### config.mk
export PLATFORM = sky130hd
export DESIGN_NAME = d_reg_pipe
export DESIGN_NICKNAME = d
export VERILOG_FILES = /design/src/rtl/d_reg_pkg.sv /design/src/rtl/d_reg_stage.sv /design/src/rtl/d_reg_pipe.sv
export SDC_FILE = /design/constraint.sdc
export NUM_CORES = 1
export LEC_CHECK = 0
export ABC_AREA = 1
export BUFFER_PORTS_ARGS = -buffer_cell sky130_fd_sc_hd__buf_2
export CAP_MARGIN = 20
export CELL_PAD_IN_SITES_DETAIL_PLACEMENT = 2
export CELL_PAD_IN_SITES_GLOBAL_PLACEMENT = 2
export CORE_MARGIN = 2
export CORE_UTILIZATION = 35
export DETAILED_ROUTE_END_ITERATION = 8
export PLACE_DENSITY = 0.95
export SLEW_MARGIN = 5
export SYNTH_ARGS = -nofsm -noshare
export SYNTH_HDL_FRONTEND = slang
export SYNTH_HIERARCHICAL = 1
export SYNTH_SLANG_ARGS = --single-unit
### constraint.sdc
create_clock -name clk -period 4.8 [get_ports clk]
set_input_delay 0.96 -clock clk [delete_from_list [all_inputs] [get_ports clk]]
set_output_delay 0.96 -clock clk [all_outputs]
set_load 0.005 [all_outputs]
### src/rtl/d_reg_pkg.sv
// Shared constants and helpers for the d_reg_pipe register pipeline.
package d_reg_pkg;

    localparam int unsigned DefWidth = 8;
    localparam int unsigned DefDepth = 4;

    // Occupancy must represent 0..depth inclusive.
    function automatic int unsigned occ_width(input int unsigned depth);
        return $clog2(depth + 1);
    endfunction

endpackage

### src/rtl/d_reg_stage.sv
// One pipeline stage: data/valid registers with a bubble-collapsing accept term.
// Optional flush input present when D_REG_PIPE_FLUSH_EN is defined.
module d_reg_stage
    import d_reg_pkg::*;
#(
    parameter int unsigned WIDTH = DefWidth
) (
    input  logic             clk,
    input  logic             rst,
`ifdef D_REG_PIPE_FLUSH_EN
    input  logic             flush,
`endif
    input  logic [WIDTH-1:0] up_data,
    input  logic             up_valid,
    input  logic             down_accept,
    output logic [WIDTH-1:0] data,
    output logic             valid,
    output logic             accept
);

    // An empty stage takes upstream data even when downstream is stalled.
    assign accept = !valid || down_accept;

    always_ff @(posedge clk) begin
        if (rst) begin
            valid <= 1'b0;
            data  <= '0;
        end
`ifdef D_REG_PIPE_FLUSH_EN
        else if (flush) begin
            valid <= 1'b0;
        end
`endif
        else if (accept) begin
            valid <= up_valid;
            if (up_valid) begin
                data <= up_data;
            end
        end
    end

endmodule

### src/rtl/d_reg_pipe.sv
// DEPTH-stage valid/ready register pipeline with occupancy count.
// Defining D_REG_PIPE_FLUSH_EN adds a flush input that empties the pipe.
module d_reg_pipe
    import d_reg_pkg::*;
#(
    parameter int unsigned WIDTH = DefWidth,
    parameter int unsigned DEPTH = DefDepth
) (
    input  logic                           clk,
    input  logic                           rst,
`ifdef D_REG_PIPE_FLUSH_EN
    input  logic                           flush,
`endif
    input  logic [WIDTH-1:0]               D,
    input  logic                           in_valid,
    output logic                           in_ready,
    output logic [WIDTH-1:0]               q,
    output logic [WIDTH-1:0]               q_bar,
    output logic                           out_valid,
    input  logic                           out_ready,
    output logic [occ_width(DEPTH)-1:0]    occupancy
);

    localparam int unsigned OccW = occ_width(DEPTH);
    localparam logic [OccW-1:0] OccOne = 1;

    logic            push;
    logic            pop;
    logic [OccW-1:0] occ_q;

    for (genvar k = 0; k < DEPTH; k++) begin : g_stage
        logic [WIDTH-1:0] up_data;
        logic [WIDTH-1:0] data;
        logic             up_valid;
        logic             down_accept;
        logic             valid;
        logic             accept;

        if (k == 0) begin : g_first
            assign up_data  = D;
            assign up_valid = push;
        end else begin : g_mid
            assign up_data  = g_stage[k-1].data;
            assign up_valid = g_stage[k-1].valid;
        end

        if (k == DEPTH - 1) begin : g_last
            assign down_accept = out_ready;
        end else begin : g_inner
            assign down_accept = g_stage[k+1].accept;
        end

        d_reg_stage #(
            .WIDTH(WIDTH)
        ) u_stage (
            .clk        (clk),
            .rst        (rst),
`ifdef D_REG_PIPE_FLUSH_EN
            .flush      (flush),
`endif
            .up_data    (up_data),
            .up_valid   (up_valid),
            .down_accept(down_accept),
            .data       (data),
            .valid      (valid),
            .accept     (accept)
        );
    end

    assign in_ready  = g_stage[0].accept;
    assign push      = in_valid && in_ready;
    assign q         = g_stage[DEPTH-1].data;
    assign q_bar     = ~q;
    assign out_valid = g_stage[DEPTH-1].valid;
    assign pop       = out_valid && out_ready;
    assign occupancy = occ_q;

    always_ff @(posedge clk) begin
        if (rst) begin
            occ_q <= '0;
        end
`ifdef D_REG_PIPE_FLUSH_EN
        else if (flush) begin
            occ_q <= '0;
        end
`endif
        else if (push && !pop) begin
            occ_q <= occ_q + OccOne;
        end else if (pop && !push) begin
            occ_q <= occ_q - OccOne;
        end
    end

endmodule

* After elaboration in Yosys (flattened, before gate mapping)
Index checks and enable logic that the tools add are counted.
Storage, ports and cells: register bits 39, bits of input ports 12, output and inout bits 21, logic and storage cells 33
Cells by class: add/sub/neg operators 2, mux-type cells 2, bitwise operators 1, reductions and logical operators 19
Operators by type and width (number):
- 8-bit NOT | 1
- 2-bit AND reduction | 4
- 1-bit logical NOT | 6
- 3-bit two-way mux | 2
- 1-bit logical AND | 4
- 1-bit logical OR | 4
- 3-bit by 1-bit adder with 3-bit output (second input constant) | 1
- 3-bit by 1-bit subtractor with 3-bit output (second input constant) | 1
- 2-bit nonzero test | 1

* Longest topological paths before layout
Gate-level depths: netlist (run 1).
depth after elaboration 10, depth in mapped cells 23

* By module
Netlist (run 1), hierarchy kept.
By module, submodules not included:
- d_reg_stage | instances 4, cells an instance 57, area an instance 473.0 µm², seq. area each 180.2 µm²
- d_reg_pipe | instances 1, cells an instance 34, area an instance 214.0 µm², seq. area each 60.1 µm²

* Worst setup path before layout (run 1)
No wires, ideal clock.
path kind input-to-reg, start point input port out_ready, end point register occ_q[2] (netlist: occupancy[2]), library setup time 0.110 ns, arrival time 3.058 ns, path slack 1.632 ns, cell stages on the path 23, buffers on the path 4, cells stage by stage inv_2 > nand2_4 > buf_12 > inv_2 > nand2_4 > buf_12 > inv_2 > nand2_4 > buf_12 > inv_2 > nand2_4 > buf_12 > nand2_1 > inv_1 > ha_1 > inv_2 > fa_1 > inv_1 > nand2_1 > nand3_1 > nand2_1 > inv_1 > nor2_1
Between the ends: word-level cells in the longest chain between the ends 8, elaborated cells between the ends (all ways) 12, classes of those cells mux: 1; reduce/logical: 11
Ends and longest elaborated chain:
- start, declared | RTL line d_reg_pipe.sv:20 | input logic out_ready,
- 1-bit logical OR (*) | RTL line d_reg_stage.sv:22 | assign accept = !valid || down_accept;
- named net g_stage[2].down_accept | RTL line d_reg_pipe.sv:35 | logic down_accept;
- 1-bit logical OR (*) | RTL line d_reg_stage.sv:22
- named net g_stage[1].down_accept | RTL line d_reg_pipe.sv:35
- 1-bit logical OR (*) | RTL line d_reg_stage.sv:22
- named net g_stage[0].down_accept | RTL line d_reg_pipe.sv:35
- 1-bit logical OR (*) | RTL line d_reg_stage.sv:22
- named net in_ready | RTL line d_reg_pipe.sv:16 | output logic in_ready,
- 1-bit logical AND (*) | RTL line d_reg_pipe.sv:71 | assign push = in_valid && in_ready;
- named net g_stage[0].up_valid | RTL line d_reg_pipe.sv:34 | logic up_valid;
- 1-bit logical NOT | RTL line d_reg_pipe.sv:89 | end else if (pop && !push) begin
- 1-bit logical AND | RTL line d_reg_pipe.sv:89
- 2-bit nonzero test (no source line)
- end signal, assigned | RTL line d_reg_pipe.sv:88 | occ_q <= occ_q + OccOne;
- end signal, assigned | RTL line d_reg_pipe.sv:90 | occ_q <= occ_q - OccOne;
- end, declared | RTL line d_reg_pipe.sv:29 | logic [OccW-1:0] occ_q;
The timed path passes the listed nets; every way through them passes the cells marked *. A chain may end at the register's enable or synchronous reset.

* Final worst setup path (run 1)
start point input port out_ready, end point register occ_q[2] (netlist: occupancy[2])
Between the ends: word-level cells in the longest chain between the ends 8, elaborated cells between the ends (all ways) 12, classes of those cells mux: 1; reduce/logical: 11
Ends and longest elaborated chain (RTL line):
- 1-bit logical OR (*) | d_reg_stage.sv:22
- named net g_stage[2].down_accept | d_reg_pipe.sv:35
- 1-bit logical OR (*) | d_reg_stage.sv:22
- named net g_stage[1].down_accept | d_reg_pipe.sv:35
- 1-bit logical OR (*) | d_reg_stage.sv:22
- named net g_stage[0].down_accept | d_reg_pipe.sv:35
- 1-bit logical OR (*) | d_reg_stage.sv:22
- 1-bit logical AND (*) | d_reg_pipe.sv:71
- named net g_stage[0].up_valid | d_reg_pipe.sv:34
- 1-bit logical NOT | d_reg_pipe.sv:89
- 1-bit logical AND | d_reg_pipe.sv:89
- 2-bit nonzero test (no source line)
Marks and branches as above.

==> summary.md, run 1 <==
| Metric | Value |
|---|---|
| Hold_ws | `0.4926 ns` |
| CTS Hold Bufs | `0` |
| Antenna-violating nets left | `0` |
| I/O Pins | `33` |
| Placed insts | `approximately 360` |
| Vias | `~1700` |
| Worst skew pair latency | `0.30 ns` |
| Row Count | `28` |
| Worst-Margin Slew | `0.8954 ns` |
| Placed cell area | `~0.0022 sq mm` |
| 1st-iter DRT viols | `39` |
| Initial core utilization | `0.3599` |
| Mean Syn Cell Area | `~8 sq um` |
| Largest net degree at the start of global routing | `20` |
| Post-Syn Instances | `262` |
| Bufs on Longest Clock Path | `2` |
| Final slew viol count | `0` |
| Worst-path clk slew | `around 0.080 ns` |
| Synth async-reset ratio | `0` |
| Clock sinks | `39` |
| Routability Congestion | `between 0.7 and 0.8` |
| Fin area | `0.002295 sq mm` |
| Critical Path Fanout Max | `19` |
| Crit path top cell by count | `inv_2` |
| Fmax | `279.9 MHz` |
| Post-synth top area share | `0.3708` |
| Largest area contributor in the netlist | `dfxtp_1` |
| Most instantiated cells after synthesis | `46 x inv_1, 39 x dfxtp_1, 37 x nand2_1, 36 x a21oi_2, 36 x nor2_1` |
| Slowest CP cell | `fa_1` |
| Final Critical Period | `around 3.6 ns` |
| Synth Register Bits | `39` |
| RSZ-0062 raised after global routing | `no` |
| WP data arrival | `3.78 ns` |
| Vias in the first global route | `about 1700` |
| Initial antenna violation count | `0` |
| Die Y-Extent | `81.57 um` |
| Drt drc | `0` |
| Worst slew margin | `0.4023` |
| CTS resizes | `0` |
| Nets | `304` |
| Chip width | `81.57 um` |
| Final Hold Vio Count | `0` |
| Final HPWL DP | `between 3 and 4 mm` |
| Global-route wire length before repair | `8.066 mm` |
| Root Buffer | `clkbuf_8` |
| Setup CP Type | `primary input to flop` |
| Min-Delay Path Class | `flop to flop` |
| Port bufs | `32` |
| Setup Viol. Count Final | `0` |
| LEAKAGE | `approximately 1.1 nW` |
| Inserted Diodes | `0` |
| Slowest Stage Delay on Critical Path | `0.39 ns` |
| Final worst-path cycle share | `0.7444` |
| Setup TNS | `0 ns` |
| Via/cell ratio | `4.637` |
| Ys Warns | `6` |
| FILL cells | `715` |
| DIE AREA | `0.006653 sq mm` |
| Status | `finished clean` |
| Post-CTS Setup Inserts | `0` |
| Max Cap Violations | `0` |
| Worst EP required | `5.01 ns` |
| Seq/Total Area, Yosys | `0.3708` |
| CP Cell Sequence | `buf_2 > inv_2 > nand2_4 > inv_2 > nand2_4 > inv_2 > nand2_4 > inv_2 > nand2_4 > nand2_1 > inv_1 > buf_4 > ha_1 > inv_2 > fa_1 > inv_1 > nand2_1 > nand3_1 > nand2_1 > inv_1 > nor2_1` |
| EDFF count, synth | `0` |
| Fin cells | `366` |
| Buf+Inv Stages, Crit Path | `10` |
| Family with the most delay on the worst path | `simple AND/OR/NAND/NOR gates` |
| Distinct cells, synth | `18` |
| Layout Utilization | `0.3922` |
| Post-Syn Area | `0.002106 sq mm` |
| Largest cells by area after synthesis | `dfxtp_1 37%, a21oi_2 15%, inv_1 8.2%` |
| Final WL | `4.763 mm` |
| VDD IR-drop max | `approximately 0.00012 V` |
| Post-synth top flop | `dfxtp_1` |
| Core box area | `0.005851 sq mm` |
| Global route overflow | `0` |
| Setup crit end kind | `flop` |
| CP startpoint kind | `primary input` |
| Layout cells sized above 1 | `0.3368` |
| Total CTS buffers | `5` |
| Post-route clock skew | `0.006102 ns` |
| Drt first pass iters | `4` |
| PD cells | `343.2 mW/mm^2` |
| CTS tree | `yes` |
| Count leader, synth | `inv_1` |
| Synthesis-to-layout area growth | `8.972%` |
| Routed len/inst | `roughly 13 um` |
| Htree depth | `2` |
| Syn nets | `276` |
| GRT Util Overall | `0.1625` |
[flip-flops by register name, indices dropped and copies added (netlist names)]
register and cells:
occupancy 3, g_stage.u_stage/data 32, g_stage.u_stage/valid 4
[final timing paths]
check                                                              from                                       to  slack [ns]  cells after the start
worst max-delay path                                          out_ready                occupancy[2]$_SDFFE_PP0P_        1.23                     21
worst min-delay path            g_stage[2].u_stage/data[2]$_SDFFE_PP0P_  g_stage[2].u_stage/data[2]$_SDFFE_PP0P_        0.49                      2
worst max register to register    g_stage[2].u_stage/valid$_SDFFE_PP0P_                occupancy[2]$_SDFFE_PP0P_        1.49                     17
worst min register to register  g_stage[2].u_stage/data[2]$_SDFFE_PP0P_  g_stage[2].u_stage/data[2]$_SDFFE_PP0P_        0.49                      2
[per-layer routing]
metal  wire [um]  global-route usage  up-vias
li1            -                   -      851
met1        1975              0.1717      809
met2        2526              0.3049       30
met3         171             0.04066        7
met4          89             0.06610        0
met5           0                   0        -
[placed cells by master (no fill, tap or decap), drive strengths merged]
| master | count |
|---|---|
| a21oi | 36 |
| clkinv | 4 |
| fa | 1 |
| bufinv | 2 |
| nor2 | 36 |
| nand4 | 1 |
| nand3 | 33 |
| xor2 | 1 |
| ha | 1 |
| dfxtp | 39 |
| nand2 | 42 |
| buf | 33 |
| inv | 55 |
| clkbuf | 6 |
| o21ai | 1 |
[layout make-up]
type,instances,area (sq um),area share
multi-input combinational,152,878.3,0.3828
sequential,39,780.7,0.3402
inverter,59,241.5,0.1052
timing repair buffer,33,167.7,0.07306
tap,75,93.84,0.04089
clock buffer,6,72.57,0.03162
clock inverter,2,60.06,0.02617
[per-stage QoR]
step | total power (W) | setup WS (ns)
after floorplan | 0.0004392 | 1.632
after global placement | 0.0004542 | 1.200
after detailed placement | 0.0004626 | 0.9885
after CTS | 0.0007988 | 1.212
after global routing | 0.0008269 | 0.9366
final | 0.0007875 | 1.227
[worst reg2reg max path: stages (launching register included)]
cell     delay (ns)
dfxtp_1        0.90
nand2_4        0.31
inv_2          0.15
nand2_4        0.17
inv_2          0.17
nand2_4        0.17
nand2_1        0.15
inv_1          0.05
buf_4          0.21
ha_1           0.27
inv_2          0.08
fa_1           0.20
inv_1          0.07
nand2_1        0.10
nand3_1        0.08
nand2_1        0.07
inv_1          0.04
nor2_1         0.08
[report_power, final]
part,switching [W],internal (W)
Clock,0.000125,0.000208
Combinational,0.0000499,0.0000407
Sequential,0.0000216,0.000343
[logic make-up (layout without fill, tap and decap cells)]
group,Yosys count,in the layout,share of synthesized area
DFF,39,39,0.3708
adders and majority gates,2,2,0.01545
xor gates and xnor gates,1,1,0.004160
AOI/OAI and AO/OA,37,37,0.1521
buffers and inverters,71,100,0.2121
and+or+nand+nor,112,112,0.2454
Power figures use the tool's default switching activity.
==> run 2, diff against run 1 <==
Settings changed: CORE_UTILIZATION 35 to 33, PLACE_DENSITY 0.95 to 0.91.
Clock period 4.8 ns to 3.42 ns, I/O delays scaled along.
==> summary.md, run 2 (same netlist as run 1, synthesis figures left out) <==
| Metric | Value |
|---|---|
| Status | `finished clean` |
| Htree depth | `2 (unchanged)` |
| Largest Register | `g_stage.u_stage/data` |
| Synthesis-to-layout area growth | `9.566%` |
| Worst slew margin | `0.7261 (+0.3239)` |
| Root Buffer | `clkbuf_8` |
| Most common cell after layout, fill and taps aside | `inv_1` |
| LEAKAGE | `1.089 nW (+1.2%)` |
| Fmax | `350.2 MHz` |
| PD cells | `450.4 mW/mm^2 (+31%)` |
| Antenna-violating nets left | `0 (unchanged)` |
| Final WL | `4.859 mm (+2.0%)` |
| Worst setup endpoint | `in_ready` |
| Bufs on Longest Clock Path | `2 (unchanged)` |
| WP data arrival | `2.17 ns (-1.61 ns)` |
| Worst skew pair latency | `0.30 ns (about the same)` |
| Worst EP required | `2.74 ns (-2.27 ns)` |
| Largest net degree at the start of global routing | `19 (-5.0%)` |
| Layout cells sized above 1 | `0.3492 (+0.01238)` |
| Setup Viol. Count Final | `0 (unchanged)` |
| Global-route wire length before repair | `8.031 mm (-0.43%)` |
| Commonest cells after routing, fill and taps aside | `46 x inv_1, 39 x dfxtp_1, 37 x nand2_1` |
| GRT Util Overall | `0.1444 (-0.01818)` |
| Post-CTS Setup Inserts | `0 (unchanged)` |
| Drt first pass iters | `2 (-2)` |
| CP startpoint | `out_ready` |
| CTS Hold Bufs | `0 (unchanged)` |
| Fin area | `0.002307 sq mm (+0.55%)` |
| Post-route clock skew | `0.009185 ns (+0.003083 ns)` |
| Global route overflow | `0 (unchanged)` |
| I/O Pins | `33 (unchanged)` |
| Placed cell area | `0.002195 sq mm (+1.5%)` |
| Initial antenna violation count | `0 (unchanged)` |
| Worst-path clk slew | `0.08 ns (about the same)` |
| CTS resizes | `0 (unchanged)` |
| Inserted Diodes | `0 (unchanged)` |
| R2r startpoint | `g_stage[3].u_stage/valid$_SDFFE_PP0P_` |
| Nets | `308 (+1.3%)` |
| Final Critical Period | `2.855 ns` |
| Initial core utilization | `0.3355 (-0.02446)` |
| Setup TNS | `0 ns (unchanged)` |
| Chip width | `83.88 um (+2.8%)` |
| Drt drc | `0 (unchanged)` |
| Die Y-Extent | `83.88 um (+2.8%)` |
| Final worst-path cycle share | `0.8349` |
| Setup CP Type | `primary input to primary output` |
| Final slew viol count | `0 (unchanged)` |
| Vias in the first global route | `1760 (+2.4%)` |
| Critical Path Fanout Max | `18 (-1)` |
| Total CTS buffers | `5 (unchanged)` |
| FILL cells | `756 (+5.7%)` |
| CP startpoint kind | `primary input` |
| Final Hold Vio Count | `0 (unchanged)` |
| RSZ-0062 raised after global routing | `no` |
| Multi-input gate area | `878.3 sq um (unchanged)` |
| R2R Path End | `occupancy[2]$_SDFFE_PP0P_` |
| Setup crit end kind | `primary output` |
| Max reg flops | `32 (unchanged)` |
| Routed len/inst | `13.06 um (+0.37%)` |
| DIE AREA | `0.007036 sq mm (+5.8%)` |
| Via/cell ratio | `4.505 (-2.8%)` |
| Core box area | `0.006277 sq mm (+7.3%)` |
| Cells on worst reg2reg path | `18 (+1)` |
| Worst-Margin Slew | `0.4108 ns (-0.4846 ns)` |
| 1st-iter DRT viols | `24 (-38%)` |
| Final HPWL DP | `3.651 mm (+9.1%)` |
| Routability Congestion | `0.7753 (+1.6%)` |
| Port bufs | `32 (unchanged)` |
| VDD IR-drop max | `0.0001591 V (+35%)` |
| CTS tree | `yes` |
| Min-Delay Path Class | `flop to flop` |
| Clock sinks | `39 (unchanged)` |
| Vias | `1676 (-1.2%)` |
| Max Cap Violations | `0 (unchanged)` |
| Flop2flop setup slack | `0.82 ns (-0.67 ns)` |
| Sequential Area | `780.7 sq um (unchanged)` |
| Row Count | `29 (+3.6%)` |
[run 2: routing by layer]
metal	share of wire	global-route usage	vias to the layer above	routed length, um
met5	0	0	-	0
met4	0.015	0.04399	0	74
met3	0.029	0.03363	6	142
met2	0.56	0.2895	30	2708
met1	0.40	0.1443	785	1934
li1	-	-	855	-
[run 2: per-stage QoR]
stage / utilization / power, W / std cells / setup WS (ns) / hold WS [ns]
after floorplan: - / 0.0006165 / 262 / 0.5285 / 0.4603
after global placement: 0.3496 / 0.0006394 / 364 / 0.5757 / 0.4724
after detailed placement: 0.3496 / 0.0006546 / 364 / 0.3863 / 0.4854
after CTS: 0.3676 / 0.001057 / 372 / 0.5411 / 0.5054
after global routing: 0.3676 / 0.001094 / 372 / 0.4304 / 0.5263
final: 0.3676 / 0.001039 / 372 / 0.5647 / 0.4975
[run 2: worst min path at each step]
| stage | from | end | cells past startpoint |
|---|---|---|---|
| after floorplan | g_stage[0].u_stage/data[0]$_SDFFE_PP0P_ | g_stage[0].u_stage/data[0]$_SDFFE_PP0P_ | 2 |
| after global placement | g_stage[1].u_stage/data[2]$_SDFFE_PP0P_ | g_stage[1].u_stage/data[2]$_SDFFE_PP0P_ | 2 |
| after detailed placement | g_stage[0].u_stage/data[6]$_SDFFE_PP0P_ | g_stage[0].u_stage/data[6]$_SDFFE_PP0P_ | 2 |
| after CTS | g_stage[0].u_stage/data[5]$_SDFFE_PP0P_ | g_stage[0].u_stage/data[5]$_SDFFE_PP0P_ | 2 |
| after global routing | g_stage[2].u_stage/data[2]$_SDFFE_PP0P_ | g_stage[2].u_stage/data[2]$_SDFFE_PP0P_ | 2 |
| final | g_stage[0].u_stage/data[6]$_SDFFE_PP0P_ | g_stage[0].u_stage/data[6]$_SDFFE_PP0P_ | 2 |
[run 2: cell type report]
type,count,share of cell area
clock buffers,5,0.02983
flip-flops and latches,39,0.3384
clock inverters,3,0.01898
repair buffers,37,0.08568
multi-input cells,152,0.3807
inverters,59,0.1047
well taps,77,0.04176
[run 2: power by group]
| group | switching [W] | total (W) | internal [W] |
|---|---|---|---|
| registers | 0.0000212 | 0.000502 | 0.000481 |
| logic | 0.0000810 | 0.000140 | 0.0000591 |
| clock network | 0.000179 | 0.000397 | 0.000217 |
[run 2: critical path, stage by stage]
cell and delay (ns):
buf_2 0.10, inv_2 0.04, nand2_4 0.20, inv_2 0.07, nand2_4 0.21, inv_2 0.08, nand2_4 0.22, inv_2 0.08
nand2_4 0.06, buf_4 0.25, buf_2 0.16
==> run 3, diff against run 2 <==
Settings changed: ABC_AREA 1 to 0, CORE_UTILIZATION 33 to 35, PLACE_DENSITY 0.91 to 0.9.
Clock period 3.42 ns to 2.8 ns, I/O delays scaled along.
==> summary.md, run 3 <==
| Metric | Value |
|---|---|
| Synth async-reset ratio | `0 (unchanged)` |
| Post-synth top area share | `0.3995 (+0.02872)` |
| CTS tree | `yes` |
| Count leader, synth | `dfxtp_1` |
| Fin cells | `288 (-23%)` |
| Initial antenna violation count | `0 (unchanged)` |
| Via/cell ratio | `4.861 (+7.9%)` |
| Largest net degree at the start of global routing | `25 (+6)` |
| CP startpoint kind | `primary input` |
| Nets | `229 (-26%)` |
| Most instantiated cells after synthesis | `39 x dfxtp_1, 32 x a21bo_1, 32 x a21oi_2, 32 x nand3_1, 16 x buf_6` |
| Part of the power in registers | `0.473 (-0.010)` |
| Global-route wire length before repair | `7.748 mm (-3.5%)` |
| Bufs on Longest Clock Path | `2 (unchanged)` |
| Vias | `1400 (-16%)` |
| Post-Syn Area | `0.001954 sq mm (-7.2%)` |
| Placed insts | `280 (-23%)` |
| Post-Synth XOR/XNOR Area | `0.008963 (+0.004804)` |
| Chip width | `78.73 um (-6.1%)` |
| Worst-Margin Slew | `0.6891 ns (+0.2783 ns)` |
| Max Cap Violations | `0 (unchanged)` |
| Synth Register Bits | `39 (unchanged)` |
| Setup Viol. Count Final | `0 (unchanged)` |
| Most common cell after layout, fill and taps aside | `dfxtp_1` |
| Worst slew margin | `0.5400 (-0.1862)` |
| FILL cells | `612 (-19%)` |
| Row Count | `27 (-6.9%)` |
| Largest family of logic cells by synthesized area | `compound AO/OA/AOI/OAI gates` |
| Post-route clock skew | `0.009878 ns (+0.0006927 ns)` |
| Routability Congestion | `0.6649 (-14%)` |
| Core box area | `0.005439 sq mm (-13%)` |
| Logic pwr share | `0.078 (-0.057)` |
| Worst EP required | `3.02 ns (+0.28 ns)` |
| Synthesis-to-layout area growth | `13.57%` |
| Final HPWL DP | `2.983 mm (-18%)` |
| Antenna-violating nets left | `0 (unchanged)` |
| GRT Util Overall | `0.1629 (+0.01856)` |
| PD cells | `564.2 mW/mm^2 (+25%)` |
| Root Buffer | `clkbuf_8` |
| WP data arrival | `2.45 ns (+0.28 ns)` |
| Final WL | `4.588 mm (-5.6%)` |
| Routed len/inst | `15.93 um (+22%)` |
| Post-synthesis simple-gate area fraction | `0.1223 (-0.1231)` |
| Syn nets | `202 (-27%)` |
| Setup TNS | `0 ns (unchanged)` |
| Final Critical Period | `2.228 ns` |
| Vias in the first global route | `1514 (-14%)` |
| Post-CTS Setup Inserts | `0 (unchanged)` |
| Worst skew pair latency | `0.30 ns (about the same)` |
| Distinct cells, synth | `18 (unchanged)` |
| EDFF count, synth | `0 (unchanged)` |
| Post-Syn Instances | `188 (-28%)` |
| Drt drc | `0 (unchanged)` |
| Final slew viol count | `0 (unchanged)` |
| Adder-cell share of the synthesized area | `0.01665 (+0.001197)` |
| CTS Hold Bufs | `0 (unchanged)` |
| Switching share of total power | `0.2229 (-0.04798)` |
| Global route overflow | `0 (unchanged)` |
| Final Hold Vio Count | `0 (unchanged)` |
| 1st-iter DRT viols | `42 (+75%)` |
| Setup crit end kind | `flop` |
| Mean Syn Cell Area | `10.40 sq um (+29%)` |
| Int Pwr | `0.0009731 W (+28%)` |
| LEAKAGE | `0.8299 nW (-24%)` |
| Mux contribution to synthesized area | `0.005122 (+0.005122)` |
| Post-synth top flop | `dfxtp_1` |
| Layout cells sized above 1 | `0.4028 (+0.05363)` |
| Setup CP Type | `primary input to flop` |
| RSZ-0062 raised after global routing | `no` |
| Largest cells by area after synthesis | `dfxtp_1 40%, a21bo_1 16%, a21oi_2 14%` |
| Commonest cells after routing, fill and taps aside | `39 x dfxtp_1, 32 x nand3_1, 32 x a21bo_1, 32 x a21oi_2, 32 x buf_2` |
| Largest area contributor in the netlist | `dfxtp_1` |
| Inserted Diodes | `0 (unchanged)` |
| Clock sinks | `39 (unchanged)` |
| Critical Path Fanout Max | `2 (-16)` |
| Largest Register | `g_stage.u_stage/data` |
| Die Y-Extent | `78.73 um (-6.1%)` |
| Final worst-path cycle share | `0.7958` |
| Clock share of power | `0.449 (+0.067)` |
| Status | `finished clean` |
| DIE AREA | `0.006198 sq mm (-12%)` |
| VDD IR-drop max | `0.0002114 V (+33%)` |
| Total CTS buffers | `5 (unchanged)` |
| Switching power of the nets | `0.0002792 W (-0.83%)` |
| Fmax | `448.8 MHz` |
| CTS resizes | `0 (unchanged)` |
| Compound-Gate Fraction of Synth Area | `0.3227 (+0.1706)` |
| Ys Warns | `6 (unchanged)` |
| Seq/Total Area, Yosys | `0.3995 (+0.02872)` |
| Htree depth | `2 (unchanged)` |
| Max reg flops | `32 (unchanged)` |
| Worst-path clk slew | `0.08 ns (about the same)` |
| Port bufs | `32 (unchanged)` |
| I/O Pins | `33 (unchanged)` |
| Drt first pass iters | `4 (+2)` |
| Initial core utilization | `0.3593 (+0.02387)` |
| Min-Delay Path Class | `flop to flop` |
run 3: cell types whose count changed in the layout (fill, tap and decap cells not counted), moves of 8 or more:
| cell | before | now |
|---|---|---|
| nand2_1 | 37 | 1 |
| inv_1 | 46 | 12 |
| nor2_1 | 36 | 2 |
| a21bo_1 | 0 | 32 |
| inv_2 | 9 | 1 |
run 3: worst paths after layout:
check | from | to | slack, ns | cells past startpoint
max | out_ready | occupancy[2]$_SDFFE_PP0P_ | 0.57 | 12
min | g_stage[2].u_stage/data[7]$_SDFFE_PP0P_ | g_stage[3].u_stage/data[7]$_SDFFE_PP0P_ | 0.48 | 2
max reg2reg | g_stage[3].u_stage/valid$_SDFFE_PP0P_ | occupancy[2]$_SDFFE_PP0P_ | 0.61 | 11
min reg2reg | g_stage[2].u_stage/data[7]$_SDFFE_PP0P_ | g_stage[3].u_stage/data[7]$_SDFFE_PP0P_ | 0.48 | 2
run 3: layout make-up:
class | instances | area, sq um | area share
Inverter | 13 | 48.80 | 0.02198
Clock buffer | 6 | 72.57 | 0.03269
Multi-Input combinational cell | 116 | 947.2 | 0.4267
Timing Repair Buffer | 40 | 220.2 | 0.09921
Sequential cell | 39 | 780.7 | 0.3517
Tap cell | 72 | 90.09 | 0.04059
Clock inverter | 2 | 60.06 | 0.02706
run 3: power groups by stage:
stage	Sequential [W]	Clock [W]	Combinational (W)
final	0.000592	0.000563	0.0000980
after global routing	0.000595	0.000599	0.000110
after CTS	0.000592	0.000576	0.000101
after detailed placement	0.000603	0	0.0000967
after global placement	0.000601	0	0.0000871
after floorplan	0.000597	0	0.0000748
run 3: worst max-delay path: stages:
cell      delay, ns
buf_2          0.09
nand2b_4       0.11
nand2b_4       0.12
nand2b_4       0.13
nand2b_4       0.12
and2_4         0.17
ha_4           0.14
inv_2          0.05
fa_2           0.35
xor2_1         0.16
or3_1          0.31
a21oi_1        0.13
run 3: kinds of logic after synthesis:
logic type                 count (synthesis)
xor gates and xnor gates                   2
DFF                                       39
and+or+nand+nor                           41
buffers and inverters                     33
AOI/OAI and AO/OA                         70
adders and majority gates                  2
muxes                                      1
run 3: through the flow:
stage	hold WS (ns)	total power (W)	util	setup WS [ns]	cell area, sq um
after floorplan	0.4492	0.0006714	-	-0.3958	1972
after CTS	0.4892	0.001269	0.4081	0.5633	2220
after global routing	0.5109	0.001303	0.4081	0.4856	2220
after global placement	0.4636	0.0006880	0.3837	0.4126	2087
after detailed placement	0.4680	0.0007001	0.3837	0.2906	2087
final	0.4839	0.001252	0.4081	0.5717	2220
run 3: per-layer routing:
| metal | global-route usage | routed length (um) | share of wire | vias to the layer above |
|---|---|---|---|---|
| li1 | - | - | - | 692 |
| met1 | 0.2017 | 2076 | 0.45 | 666 |
| met2 | 0.2795 | 2266 | 0.49 | 34 |
| met3 | 0.03409 | 183 | 0.040 | 8 |
| met4 | 0.05789 | 61 | 0.013 | 0 |
| met5 | 0 | 0 | 0 | - |
